`config.mk`:
```
export PLATFORM = sky130hd
export DESIGN_NAME = acia_fifo_uart_flat
export DESIGN_NICKNAME = d
export VERILOG_FILES = /design/src/rtl/acia_fifo_uart_if.sv /design/src/rtl/acia_fifo_uart.sv /design/src/flat_wrapper.sv
export SDC_FILE = /design/constraint.sdc
export NUM_CORES = 1
export LEC_CHECK = 0
export BUFFER_PORTS_ARGS = -buffer_cell sky130_fd_sc_hd__buf_2
export CAP_MARGIN = 20
export CORE_AREA = 2 2 174 244
export CTS_CLUSTER_SIZE = 8
export DETAILED_ROUTE_END_ITERATION = 10
export DIE_AREA = 0 0 176 246
export PLACE_DENSITY = 0.59
export SYNTH_ARGS = -nofsm -noshare
export SYNTH_HDL_FRONTEND = slang
export SYNTH_SLANG_ARGS = --single-unit
export TNS_END_PERCENT = 100
```
`constraint.sdc`:
```
create_clock -name clk_logic_i -period 8.6 [get_ports clk_logic_i]
set_input_delay 0.43 -clock clk_logic_i [delete_from_list [all_inputs] [get_ports clk_logic_i]]
set_output_delay 0.43 -clock clk_logic_i [all_outputs]
set_load 0.02 [all_outputs]
```
`src/rtl/acia_fifo_uart_if.sv`:
```
// Host bus of the ACIA: strobe, select, register address, data, IRQ.
// master = host/card side, slave = ACIA core.
interface acia_fifo_uart_if;
    logic       ph2_i;
    logic       cs_i;
    logic       rw_n_i;
    logic [1:0] rs_i;
    logic [7:0] data_i;
    logic [7:0] data_o;
    logic       irq_n_o;

    modport master (
        output ph2_i, cs_i, rw_n_i, rs_i, data_i,
        input  data_o, irq_n_o
    );
    modport slave (
        input  ph2_i, cs_i, rw_n_i, rs_i, data_i,
        output data_o, irq_n_o
    );
endinterface

```
`src/rtl/acia_fifo_uart.sv`:
```
// 6551-compatible ACIA, RX/TX FIFOs, 16x receiver, 8N1 only.
// Ports: clk_logic_i, reset_n (sync, active low), bus (host regs),
//   rxd_i/txd_o serial, cts/dcd/dsr in, rts/dtr out, FIFO levels.
// Option: ACIA_AUTO_FLOW_EN enables RTS/CTS hardware flow control.
module acia_fifo_uart #(
    parameter int CLOCK_SPEED_HZ = 54_000_000,
    parameter int RX_DEPTH       = 16,
    parameter int TX_DEPTH       = 16,
    parameter int RX_IRQ_LEVEL   = 1
) (
    input  logic                      clk_logic_i,
    input  logic                      reset_n,
    acia_fifo_uart_if.slave           bus,
    input  logic                      rxd_i,
    output logic                      txd_o,
    input  logic                      cts_n_i,
    input  logic                      dcd_n_i,
    input  logic                      dsr_n_i,
    output logic                      rts_n_o,
    output logic                      dtr_n_o,
    output logic [$clog2(RX_DEPTH):0] rx_level_o,
    output logic [$clog2(TX_DEPTH):0] tx_level_o
);
    localparam int RAW = $clog2(RX_DEPTH);
    localparam int TAW = $clog2(TX_DEPTH);
    localparam int RCW = RAW + 1;
    localparam int TCW = TAW + 1;

    function automatic int dv(input int b);
        int d;
        d = (CLOCK_SPEED_HZ + 8 * b) / (16 * b);
        return (d < 1) ? 1 : d;
    endfunction

    localparam int DIVS [16] = '{
        dv(115200), dv(50),   dv(75),   dv(110),
        dv(135),    dv(150),  dv(300),  dv(600),
        dv(1200),   dv(1800), dv(2400), dv(3600),
        dv(4800),   dv(7200), dv(9600), dv(19200)
    };
    localparam int DW = $clog2(dv(50) + 1);

    typedef enum logic [1:0] {
        S_IDLE, S_START, S_DATA, S_STOP
    } state_t;

    logic       w_acc, w_wr, w_rd;
    logic       w_wr_dat, w_rd_dat, w_wr_sts, w_rd_sts;
    logic       w_wr_cmd, w_wr_ctl;
    logic [7:0] r_cmd, r_ctrl, r_last;
    logic       r_ovr, r_frm, r_txe;
    logic       w_irq, w_brk;

    assign w_acc    = bus.ph2_i & bus.cs_i;
    assign w_wr     = w_acc & ~bus.rw_n_i;
    assign w_rd     = w_acc & bus.rw_n_i;
    assign w_wr_dat = w_wr & (bus.rs_i == 2'd0);
    assign w_rd_dat = w_rd & (bus.rs_i == 2'd0);
    assign w_wr_sts = w_wr & (bus.rs_i == 2'd1);
    assign w_rd_sts = w_rd & (bus.rs_i == 2'd1);
    assign w_wr_cmd = w_wr & (bus.rs_i == 2'd2);
    assign w_wr_ctl = w_wr & (bus.rs_i == 2'd3);
    assign w_brk    = (r_cmd[3:2] == 2'b11);

    // 16x tick generator, restarted by control writes
    logic [DW-1:0] r_tcnt, w_div;
    logic          w_tick;
    assign w_div  = DW'(DIVS[r_ctrl[3:0]]);
    assign w_tick = (r_tcnt >= w_div - DW'(1));

    always_ff @(posedge clk_logic_i) begin
        if (!reset_n || w_wr_ctl || w_tick) r_tcnt <= '0;
        else                                r_tcnt <= r_tcnt + DW'(1);
    end

    // RX FIFO
    logic [7:0]     r_rxm [RX_DEPTH];
    logic [RAW-1:0] r_rx_wp, r_rx_rp;
    logic [RCW-1:0] r_rx_cnt;
    logic           w_rx_empty, w_rx_full, w_rx_pop;
    logic           w_rx_push, w_rx_ok;
    logic [7:0]     r_rx_sh;
    logic           r_s1, r_s2, r_s3;

    assign w_rx_empty = (r_rx_cnt == '0);
    assign w_rx_full  = (r_rx_cnt == RCW'(RX_DEPTH));
    assign w_rx_pop   = w_rd_dat & ~w_rx_empty;
    // a pop in the same cycle frees the slot for the push
    assign w_rx_ok    = w_rx_push & (~w_rx_full | w_rx_pop);

    always_ff @(posedge clk_logic_i) begin
        if (w_rx_ok) r_rxm[r_rx_wp] <= r_rx_sh;
    end

    always_ff @(posedge clk_logic_i) begin
        if (!reset_n || w_wr_sts) begin
            r_rx_wp  <= '0;
            r_rx_rp  <= '0;
            r_rx_cnt <= '0;
        end else begin
            if (w_rx_ok)  r_rx_wp <= r_rx_wp + RAW'(1);
            if (w_rx_pop) r_rx_rp <= r_rx_rp + RAW'(1);
            unique case ({w_rx_ok, w_rx_pop})
                2'b10:   r_rx_cnt <= r_rx_cnt + RCW'(1);
                2'b01:   r_rx_cnt <= r_rx_cnt - RCW'(1);
                default: r_rx_cnt <= r_rx_cnt;
            endcase
        end
    end

    // TX FIFO
    logic [7:0]     r_txm [TX_DEPTH];
    logic [TAW-1:0] r_tx_wp, r_tx_rp;
    logic [TCW-1:0] r_tx_cnt;
    logic           w_tx_empty, w_tx_full, w_tx_push, w_tx_pop;

    assign w_tx_empty = (r_tx_cnt == '0);
    assign w_tx_full  = (r_tx_cnt == TCW'(TX_DEPTH));
    assign w_tx_push  = w_wr_dat & ~w_tx_full;

    always_ff @(posedge clk_logic_i) begin
        if (w_tx_push) r_txm[r_tx_wp] <= bus.data_i;
    end

    always_ff @(posedge clk_logic_i) begin
        if (!reset_n || w_wr_sts) begin
            r_tx_wp  <= '0;
            r_tx_rp  <= '0;
            r_tx_cnt <= '0;
        end else begin
            if (w_tx_push) r_tx_wp <= r_tx_wp + TAW'(1);
            if (w_tx_pop)  r_tx_rp <= r_tx_rp + TAW'(1);
            unique case ({w_tx_push, w_tx_pop})
                2'b10:   r_tx_cnt <= r_tx_cnt + TCW'(1);
                2'b01:   r_tx_cnt <= r_tx_cnt - TCW'(1);
                default: r_tx_cnt <= r_tx_cnt;
            endcase
        end
    end

    // TX FSM
    state_t     r_tx_st, w_tx_nx;
    logic [3:0] r_tx_tk;
    logic [2:0] r_tx_bit;
    logic [7:0] r_tx_sh;
    logic       w_tx_end, w_tx_go;

    assign w_tx_end = w_tick & (r_tx_tk == 4'd15);
`ifdef ACIA_AUTO_FLOW_EN
    assign w_tx_go = ~w_tx_empty & ~w_brk & ~cts_n_i;
`else
    assign w_tx_go = ~w_tx_empty & ~w_brk;
`endif

    always_comb begin
        w_tx_nx  = r_tx_st;
        w_tx_pop = 1'b0;
        txd_o    = 1'b1;
        unique case (r_tx_st)
            S_IDLE: begin
                txd_o = ~w_brk;
                if (~w_tx_empty & ~cts_n_i & ~w_brk) begin
                    w_tx_nx  = S_START;
                    w_tx_pop = 1'b1;
                end
            end
            S_START: begin
                txd_o = 1'b0;
                if (w_tx_end) w_tx_nx = S_DATA;
            end
            S_DATA: begin
                txd_o = r_tx_sh[0];
                if (w_tx_end && r_tx_bit == 3'd7) w_tx_nx = S_STOP;
            end
            S_STOP: begin
                if (w_tx_end) begin
                    w_tx_nx  = w_tx_go ? S_START : S_IDLE;
                    w_tx_pop = w_tx_go;
                end
            end
            default: w_tx_nx = S_IDLE;
        endcase
    end

    always_ff @(posedge clk_logic_i) begin
        if (!reset_n) begin
            r_tx_st  <= S_IDLE;
            r_tx_tk  <= '0;
            r_tx_bit <= '0;
            r_tx_sh  <= '0;
        end else begin
            r_tx_st <= w_tx_nx;
            if (w_tx_pop) begin
                r_tx_sh  <= r_txm[r_tx_rp];
                r_tx_tk  <= '0;
                r_tx_bit <= '0;
            end else begin
                if (w_tick) r_tx_tk <= r_tx_tk + 4'd1;
                if (r_tx_st == S_DATA && w_tx_end) begin
                    r_tx_sh  <= {1'b0, r_tx_sh[7:1]};
                    r_tx_bit <= r_tx_bit + 3'd1;
                end
            end
        end
    end

    // RX FSM; tick count restarts at the detected start edge
    state_t     r_rx_st, w_rx_nx;
    logic [3:0] r_rx_tk;
    logic [2:0] r_rx_bit;
    logic       w_fall, w_rx_mid;

    assign w_fall   = r_s3 & ~r_s2;
    assign w_rx_mid = w_tick & (r_rx_tk == 4'd7);

    always_comb begin
        w_rx_nx   = r_rx_st;
        w_rx_push = 1'b0;
        unique case (r_rx_st)
            S_IDLE:  if (w_fall) w_rx_nx = S_START;
            S_START: if (w_rx_mid) w_rx_nx = r_s2 ? S_IDLE : S_DATA;
            S_DATA:  if (w_rx_mid && r_rx_bit == 3'd7) w_rx_nx = S_STOP;
            S_STOP: begin
                if (w_rx_mid) begin
                    w_rx_push = 1'b1;
                    w_rx_nx   = S_IDLE;
                end
            end
            default: w_rx_nx = S_IDLE;
        endcase
        if (!r_cmd[0]) begin
            w_rx_nx   = S_IDLE;
            w_rx_push = 1'b0;
        end
    end

    always_ff @(posedge clk_logic_i) begin
        if (!reset_n) begin
            r_s1     <= 1'b1;
            r_s2     <= 1'b1;
            r_s3     <= 1'b1;
            r_rx_st  <= S_IDLE;
            r_rx_tk  <= '0;
            r_rx_bit <= '0;
            r_rx_sh  <= '0;
        end else begin
            r_s1    <= rxd_i;
            r_s2    <= r_s1;
            r_s3    <= r_s2;
            r_rx_st <= w_rx_nx;
            if (r_rx_st == S_IDLE) r_rx_tk <= '0;
            else if (w_tick)       r_rx_tk <= r_rx_tk + 4'd1;
            if (r_rx_st == S_START) r_rx_bit <= '0;
            if (r_rx_st == S_DATA && w_rx_mid) begin
                r_rx_sh  <= {r_s2, r_rx_sh[7:1]};
                r_rx_bit <= r_rx_bit + 3'd1;
            end
        end
    end

    // Registers and status flags; set beats clear in one cycle
    always_ff @(posedge clk_logic_i) begin
        if (!reset_n) begin
            r_cmd  <= '0;
            r_ctrl <= '0;
            r_last <= '0;
            r_ovr  <= 1'b0;
            r_frm  <= 1'b0;
            r_txe  <= 1'b0;
        end else begin
            if (w_wr_cmd) r_cmd  <= bus.data_i;
            if (w_wr_ctl) r_ctrl <= bus.data_i;
            if (w_wr_sts) r_cmd[4:0] <= '0;
            if (w_rx_pop) r_last <= r_rxm[r_rx_rp];
            if (w_rx_pop | w_wr_sts) begin
                r_ovr <= 1'b0;
                r_frm <= 1'b0;
            end
            if (w_rx_push & ~w_rx_ok & ~w_wr_sts) r_ovr <= 1'b1;
            if (w_rx_push & ~r_s2 & ~w_wr_sts)    r_frm <= 1'b1;
            if (w_rd_sts | w_wr_dat) r_txe <= 1'b0;
            if (w_tx_pop & ~w_wr_dat & (r_tx_cnt == TCW'(1)))
                r_txe <= 1'b1;
        end
    end

`ifdef ACIA_AUTO_FLOW_EN
    logic r_rts_hold;
    always_ff @(posedge clk_logic_i) begin
        if (!reset_n)
            r_rts_hold <= 1'b0;
        else if (r_rx_cnt >= RCW'(RX_DEPTH - 2))
            r_rts_hold <= 1'b1;
        else if (r_rx_cnt < RCW'(RX_DEPTH - 4))
            r_rts_hold <= 1'b0;
    end
    assign rts_n_o = r_rts_hold | (r_cmd[3:2] == 2'b00);
`else
    assign rts_n_o = (r_cmd[3:2] == 2'b00);
`endif

    assign dtr_n_o = ~r_cmd[0];
    assign w_irq = (~r_cmd[1] & (r_rx_cnt >= RCW'(RX_IRQ_LEVEL)))
                 | ((r_cmd[3:2] == 2'b01) & r_txe);
    assign bus.irq_n_o = ~w_irq;
    assign rx_level_o  = r_rx_cnt;
    assign tx_level_o  = r_tx_cnt;

    always_comb begin
        bus.data_o = '0;
        unique case (bus.rs_i)
            2'd0: bus.data_o = w_rx_empty ? r_last : r_rxm[r_rx_rp];
            2'd1: bus.data_o = {w_irq, ~dsr_n_i, ~dcd_n_i, ~w_tx_full,
                                ~w_rx_empty, r_ovr, r_frm, 1'b0};
            2'd2: bus.data_o = r_cmd;
            2'd3: bus.data_o = r_ctrl;
            default: bus.data_o = '0;
        endcase
    end
endmodule

```
`src/flat_wrapper.sv`:
```
// flat-port wrapper written by rule: the top's interface ports become plain ports
module acia_fifo_uart_flat 
#(
    parameter int CLOCK_SPEED_HZ = 54_000_000,
    parameter int RX_DEPTH       = 16,
    parameter int TX_DEPTH       = 16,
    parameter int RX_IRQ_LEVEL   = 1
)
  (clk_logic_i, reset_n, rxd_i, txd_o, cts_n_i, dcd_n_i, dsr_n_i, rts_n_o, dtr_n_o, rx_level_o, tx_level_o, bus_ph2_i, bus_cs_i, bus_rw_n_i, bus_rs_i, bus_data_i, bus_data_o, bus_irq_n_o);
  acia_fifo_uart_if bus_i ();
  input  logic clk_logic_i;
  input  logic reset_n;
  input  logic rxd_i;
  output logic txd_o;
  input  logic cts_n_i;
  input  logic dcd_n_i;
  input  logic dsr_n_i;
  output logic rts_n_o;
  output logic dtr_n_o;
  output logic [$clog2(RX_DEPTH):0] rx_level_o;
  output logic [$clog2(TX_DEPTH):0] tx_level_o;
  input wire logic [$bits(bus_i.ph2_i)-1:0] bus_ph2_i;
  input wire logic [$bits(bus_i.cs_i)-1:0] bus_cs_i;
  input wire logic [$bits(bus_i.rw_n_i)-1:0] bus_rw_n_i;
  input wire logic [$bits(bus_i.rs_i)-1:0] bus_rs_i;
  input wire logic [$bits(bus_i.data_i)-1:0] bus_data_i;
  output wire logic [$bits(bus_i.data_o)-1:0] bus_data_o;
  output wire logic [$bits(bus_i.irq_n_o)-1:0] bus_irq_n_o;
  assign bus_i.ph2_i = bus_ph2_i;
  assign bus_i.cs_i = bus_cs_i;
  assign bus_i.rw_n_i = bus_rw_n_i;
  assign bus_i.rs_i = bus_rs_i;
  assign bus_i.data_i = bus_data_i;
  assign bus_data_o = bus_i.data_o;
  assign bus_irq_n_o = bus_i.irq_n_o;
  acia_fifo_uart #(.CLOCK_SPEED_HZ(CLOCK_SPEED_HZ), .RX_DEPTH(RX_DEPTH), .TX_DEPTH(TX_DEPTH), .RX_IRQ_LEVEL(RX_IRQ_LEVEL)) u_core (.clk_logic_i(clk_logic_i), .reset_n(reset_n), .bus(bus_i), .rxd_i(rxd_i), .txd_o(txd_o), .cts_n_i(cts_n_i), .dcd_n_i(dcd_n_i), .dsr_n_i(dsr_n_i), .rts_n_o(rts_n_o), .dtr_n_o(dtr_n_o), .rx_level_o(rx_level_o), .tx_level_o(tx_level_o));
endmodule
```
After elaboration in Yosys (flattened, before gate mapping)
Memory sizes are Yosys's and may differ from the RTL's. A register that Yosys moved wholly into a read port is not among the register bits.
Cells that the tools add are included.
{"block": "word_totals", "reg_bits": 107, "ramBits": 256, "n_memories": 3, "latch_bits": 0, "word_cells": 192, "rom_bits": 512}
{"name": "(no name shown)", "words": 16, "width": 32, "read_ports": 1, "rd_ports_with_merged_regs": 0, "write_ports": 0, "line_no": "acia_fifo_uart.sv:68", "text": "assign w_div = DW'(DIVS[r_ctrl[3:0]]);"}
{"name": "u_core.r_rxm", "words": 16, "width": 8, "read_ports": 1, "rd_ports_with_merged_regs": 1, "write_ports": 1, "line_no": "acia_fifo_uart.sv:77", "text": "logic [7:0] r_rxm [RX_DEPTH];"}
{"name": "u_core.r_txm", "words": 16, "width": 8, "read_ports": 1, "rd_ports_with_merged_regs": 1, "write_ports": 1, "line_no": "acia_fifo_uart.sv:112", "text": "logic [7:0] r_txm [TX_DEPTH];"}
{"block": "classes", "muxes": 42, "n_mul": 0, "addsub": 14, "div": 0, "n_reduce_logical": 27, "n_bitwise": 48, "shift": 0, "order_cmp": 3, "eq_ne": 30}
{"op": "$mux 17", "count": 2}
{"op": "$pmux 8 s4", "count": 1}
{"op": "$and 1x1->1", "count": 26}
{"op": "$add 4x1->4 const B", "count": 6}
{"op": "$mux 8", "count": 3}
{"op": "$pmux 5 s2", "count": 2}
{"op": "$eq 2x2->1 const B", "count": 9}
{"op": "$mux 2", "count": 9}
{"op": "$add 17x1->17 const B", "count": 1}
{"op": "$ge 17x17->1", "count": 1}
{"op": "$not 1->1", "count": 17}
{"op": "$sub 17x1->17 const B", "count": 1}
{"op": "$mux 4", "count": 4}
{"op": "$ne 2x1->1 const B", "count": 8}
{"op": "$pmux 2 s4", "count": 2}
{"op": "$mux 1", "count": 15}
{"op": "$reduce_bool 2->1", "count": 7}
{"op": "$eq 2x1->1 const B", "count": 6}
{"op": "$add 5x1->5 const B", "count": 2}
{"op": "$eq 5x5->1 const B", "count": 2}
{"op": "$logic_not 5->1", "count": 2}
{"op": "$sub 5x1->5 const B", "count": 2}
{"op": "$logic_not 2->1", "count": 4}
{"op": "$reduce_and 4->1", "count": 2}
{"op": "other kinds (17)", "count": 30}

Longest topological paths before layout
{"block": "logic_depth", "ltp_word": 15, "depth_mapped": 28}

Worst setup path after synthesis
OpenSTA, ideal clock, no wires.
{"block": "synth_path", "kind": "register to register", "from": "reg u_core.r_ctrl[1]", "to": "reg u_core.r_rx_cnt[3] (netlist: u_core.rx_level_o[3])", "required_time_ns": 8.472, "stages_incl_launch_ff": 28, "n_path_buf": 3, "slack_ns": 2.575, "arrival_time_ns": 5.898, "cell_sequence": "dfxtp_1 > buf_2 > inv_1 > ha_1 > inv_1 > mux4_2 > inv_1 > ha_1 > o2111ai_1 > or4b_1 > nor3_1 > nor3b_2 > nor2_1 > ha_1 > and4_1 > a41oi_1 > o211ai_1 > o21ba_1 > buf_2 > o2111ai_2 > nor2_1 > clkbuf_1 > inv_1 > ha_1 > or4b_2 > a21oi_1 > xnor2_1 > nor2_1"}
{"block": "synth_via", "elab_chain_len": 13, "word_cells_on_any_way": 15, "cone_classes": "1 x add/sub; 1 x order compare; 2 x eq/ne; 6 x mux; 3 x bitwise; 1 x reduce/logical; 1 x memory"}
{"element": "from (decl)", "line_no": "acia_fifo_uart.sv:50", "text": "logic [7:0] r_cmd, r_ctrl, r_last;"}
{"element": "from (signal assigned)", "line_no": "acia_fifo_uart.sv:272", "text": "if (w_wr_ctl) r_ctrl <= bus.data_i;"}
{"element": "$not 4->5 (implied by the code) (*)", "line_no": "acia_fifo_uart.sv:68"}
{"element": "$mem_v2 16x32 (*)"}
{"element": "$mux 17 (implied by the code) (*) (2 in a row)", "line_no": "acia_fifo_uart.sv:68"}
{"element": "$sub 17x1->17 (*)", "line_no": "acia_fifo_uart.sv:69", "text": "assign w_tick = (r_tcnt >= w_div - DW'(1));"}
{"element": "$ge 17x17->1 (*)", "line_no": "acia_fifo_uart.sv:69"}
{"element": "$and 1x1->1 (*)", "line_no": "acia_fifo_uart.sv:214", "text": "assign w_rx_mid = w_tick & (r_rx_tk == 4'd7);"}
{"element": "$mux 1 (*)", "line_no": "acia_fifo_uart.sv:224", "text": "if (w_rx_mid) begin"}
{"element": "$mux 1 (*)", "line_no": "acia_fifo_uart.sv:219", "text": "unique case (r_rx_st)"}
{"element": "$mux 1 (*)", "line_no": "acia_fifo_uart.sv:231", "text": "if (!r_cmd[0]) begin"}
{"element": "$and 1x1->1 (*)", "line_no": "acia_fifo_uart.sv:89", "text": "assign w_rx_ok = w_rx_push & (~w_rx_full | w_rx_pop);"}
{"element": "$eq 2x1->1 or $eq 2x2->1 (tied branches)", "line_no": "acia_fifo_uart.sv:103", "text": "unique case ({w_rx_ok, w_rx_pop})"}
{"element": "$pmux 5 s2 or $reduce_bool 2->1 (tied branches)"}
{"element": "to (signal assigned)", "line_no": "acia_fifo_uart.sv:104", "text": "2'b10: r_rx_cnt <= r_rx_cnt + RCW'(1);"}
{"element": "to (signal assigned)", "line_no": "acia_fifo_uart.sv:105", "text": "2'b01: r_rx_cnt <= r_rx_cnt - RCW'(1);"}
{"element": "to (signal assigned)", "line_no": "acia_fifo_uart.sv:106", "text": "default: r_rx_cnt <= r_rx_cnt;"}
{"element": "to (decl)", "line_no": "acia_fifo_uart.sv:79", "text": "logic [RCW-1:0] r_rx_cnt;"}
Mark *: on every way between the ends. The rest lies on a longest branch, timed or not. The select of a mux whose other input is x is not followed.
A chain may end at the register's enable or synchronous reset.

Worst setup path after layout
Same ends and word-level chain as after synthesis.

==> reports/results.ini <==
[min_path]
holdCritPathClass=input port to register
min_path_cells=2

[finish]
area_growth_syn_to_layout_pct=13.7
fin_cells=1738
fin_area_um2=18400
antenna_cells=0
num-nets-final=1234
drive_above_1_share_pct=16.4

[sta]
setup_viol=0
drv_slew=0
setup_tns_ps=0
rsz0062_at_grt=false
whs_ps=41.3
worstMarginPinSlew_ps=942
hold_viol=0
relSlewSlack_pct=37.1
timing.final.ws_setup_ps=1850
fin_skew_ps=29.7
period_needed_ps=6750
fin_crit_sh_pct=78.5
fmax_mhz=148

[cts]
cts_tree=built
cts_buffers=52
cts_root_buffer=clkbuf_16
post_cts_buffers=0
h-tree-depth=2
post_cts_resize_count=0
path_clk_slew_ps=60
clockBufferDepth=3
cts_sinks=371
insertion_delay_ps=580
ctsHoldBuffers=0

[yosys]
synth_area_um2=16200
synthArstFlopShare_pct=0
muxShareOfSynthArea_pct=15.8
syn-num-nets=1184
synth_edf_count=256
synth-seq-cells=371
synth_compound_area_share_pct=5.13
synth_xor_xnor_area_share_pct=2.43
synth_area_leader_cell=edfxtp_1
synth_common_cells=edfxtp_1, dfxtp_1, nor2_1, nand2_1, mux4_2
yosys.cell_count.top_type=edfxtp_1
synth_top_cell_area_share_pct=47.4
ys.flop_type=edfxtp_1
ys_seq_area_share_pct=61.6
ys_warn_count=0
synth_simple_gate_area_share_pct=8.39
synth_top_family_by_area=multiplexers
synthAdderAreaFrac_pct=4.32
avgSynthCellArea_um2=14.6
synthDistinctLibCells=61
netlist_instances=1109
synth_area_leaders=edfxtp_1, dfxtp_1, mux4_2, ha_1, mux4_1

[run]
drv_cap=0

[detailed_routing]
wl_per_cell_um=20.5
drc=0
viasPerCell=5.34
first_pass_iters=5
postRouteAntennaNets=0
wl_um=35600
drtIter0Drc=512
route.vias.total=9277

[global_routing]
grt_overflow_total=0
grtUsageTotal_pct=16.9
grt_max_degree=33
antenna_found_initial=1
grt_pass1_vias=9585
grt_first_pass_wirelength_um=56000

[critical_path]
endpoint_kind=register
critPathLaunchType=register
max_stage_delay_ps=610
critPathKind=register to register
slowest_stage=dfxtp_1
critPathRequiredTime_ps=9060
crit_fanout=17
r2r_cells=24
critical-path-top-cell-by-count=ha_1
arrival_ps=7210
timing.critical_path.cells=inv_1 > ha_1 > nor2b_1 > a211o_1 > nand2_1 > ha_1 > o2111ai_1 > or4b_1 > nor3_1 > nor3b_2 > nor2_1 > ha_1 > and4_1 > a41oi_1 > o211ai_1 > o21ba_1 > o2111ai_2 > nor2_1 > inv_1 > ha_1 > or4b_2 > a21oi_1 > xnor2_1 > nor2_1

[floorplan]
dieArea_um2=43300
coreArea_um2=41100
fp.dieH_um=246
start_util_pct=39.5
row_count=88
die_x_um=176
io-pin-count=41

[placement]
place_congestion=0.813
place_area_um2=16900
dp_slack_ps=1890
port_buffers=40
hpwlAfterDp_um=24700
place_inst=1645

[power_and_ir_drop]
powerDensity_nw_per_um2=223
static-leakage-power_nw=6.87
ir_drop_mv=0.144

[run_status]
status=finished, final reports clean

[cells in the final DEF, fill, tap and decap left out, drive strengths merged, types with 16 or more instances in the layout]
cell,count
edfxtp,256
dfxtp,115
nor2,97
clkbuf,89
mux4,87
nand2,73
ha,56
buf,49
mux2i,43
a21oi,42
inv,37
and3,26
xnor2,24
nand3,22
xor2,21
o21ai,16
[power by group]
group | switching [W] | internal, W
clock network | 0.000744 | 0.00113
logic | 0.000169 | 0.000126
registers | 0.0000209 | 0.00192
[worst max-delay path, delay by kind of cell, from the launching register on]
kind / cells / cell delay [ps]
buffers and inverters: 2 / 310
AOI/OAI and AO/OA: 7 / 1690
xor gates and xnor gates: 1 / 130
DFF: 1 / 610
and+or+nand+nor: 10 / 2880
adders and majority gates: 4 / 1030
[area by class of cell]
cell class,instances,area [um^2]
sequential,371,9990
inverter,35,131
clock buffer,89,1440
timing repair buffer,49,268
clock inverter,4,66.3
multi-input combinational,650,5870
fill,3627,22600
tap,540,676
[cell families after synthesis]
family	Yosys count
DFF	371
and+or+nand+nor	283
muxes	140
AOI/OAI and AO/OA	126
buffers and inverters	88
adders and majority gates	56
xor gates and xnor gates	45
[flip-flops by register name (all words and copies together) (netlist names), 2 cells and up, named ones only]
register	flops
u_core.r_last	8
u_core.r_cmd	8
u_core.r_tx_st	2
u_core.r_tcnt	17
u_core.r_tx_tk	4
u_core.r_rx_rp	4
u_core.r_rx_bit	3
u_core.r_rx_wp	4
u_core.tx_level_o	5
u_core.r_ctrl	8
u_core.r_txm	128
u_core.r_tx_sh	8
u_core.rx_level_o	5
u_core.r_tx_wp	4
u_core.r_rx_sh	8
u_core.r_tx_bit	3
u_core.r_rx_tk	4
u_core.r_tx_rp	4
u_core.r_rxm	128
[metal layers]
metal  global-route usage [%]  wire length [um]  part of all wire (%)
met1                     19.7             14100                    40
met2                     31.7             19400                    55
met3                     2.61              1270                   3.6
met4                     5.27               821                   2.3
met5                        0                11                 0.031
[stage by stage]
| step | util (%) | total power (W) |
|---|---|---|
| finish | 44.9 | 0.00411 |
| global route | 44.9 | 0.00426 |
| CTS | 44.9 | 0.00416 |
| detailed placement | 41.3 | 0.00227 |
| global placement | 41.3 | 0.00227 |
| floorplan | - | 0.00219 |
[worst paths after layout]
path	from	endpoint	slack (ps)
setup reg to reg	u_core.r_ctrl[1]	u_core.rx_level_o[3]	1850
setup / recovery	u_core.r_ctrl[1]	u_core.rx_level_o[3]	1850
hold / removal	rxd_i	u_core.r_s1	40
hold reg to reg	u_core.r_s1	u_core.r_s2	410
(Power assumes the default switching activity.)
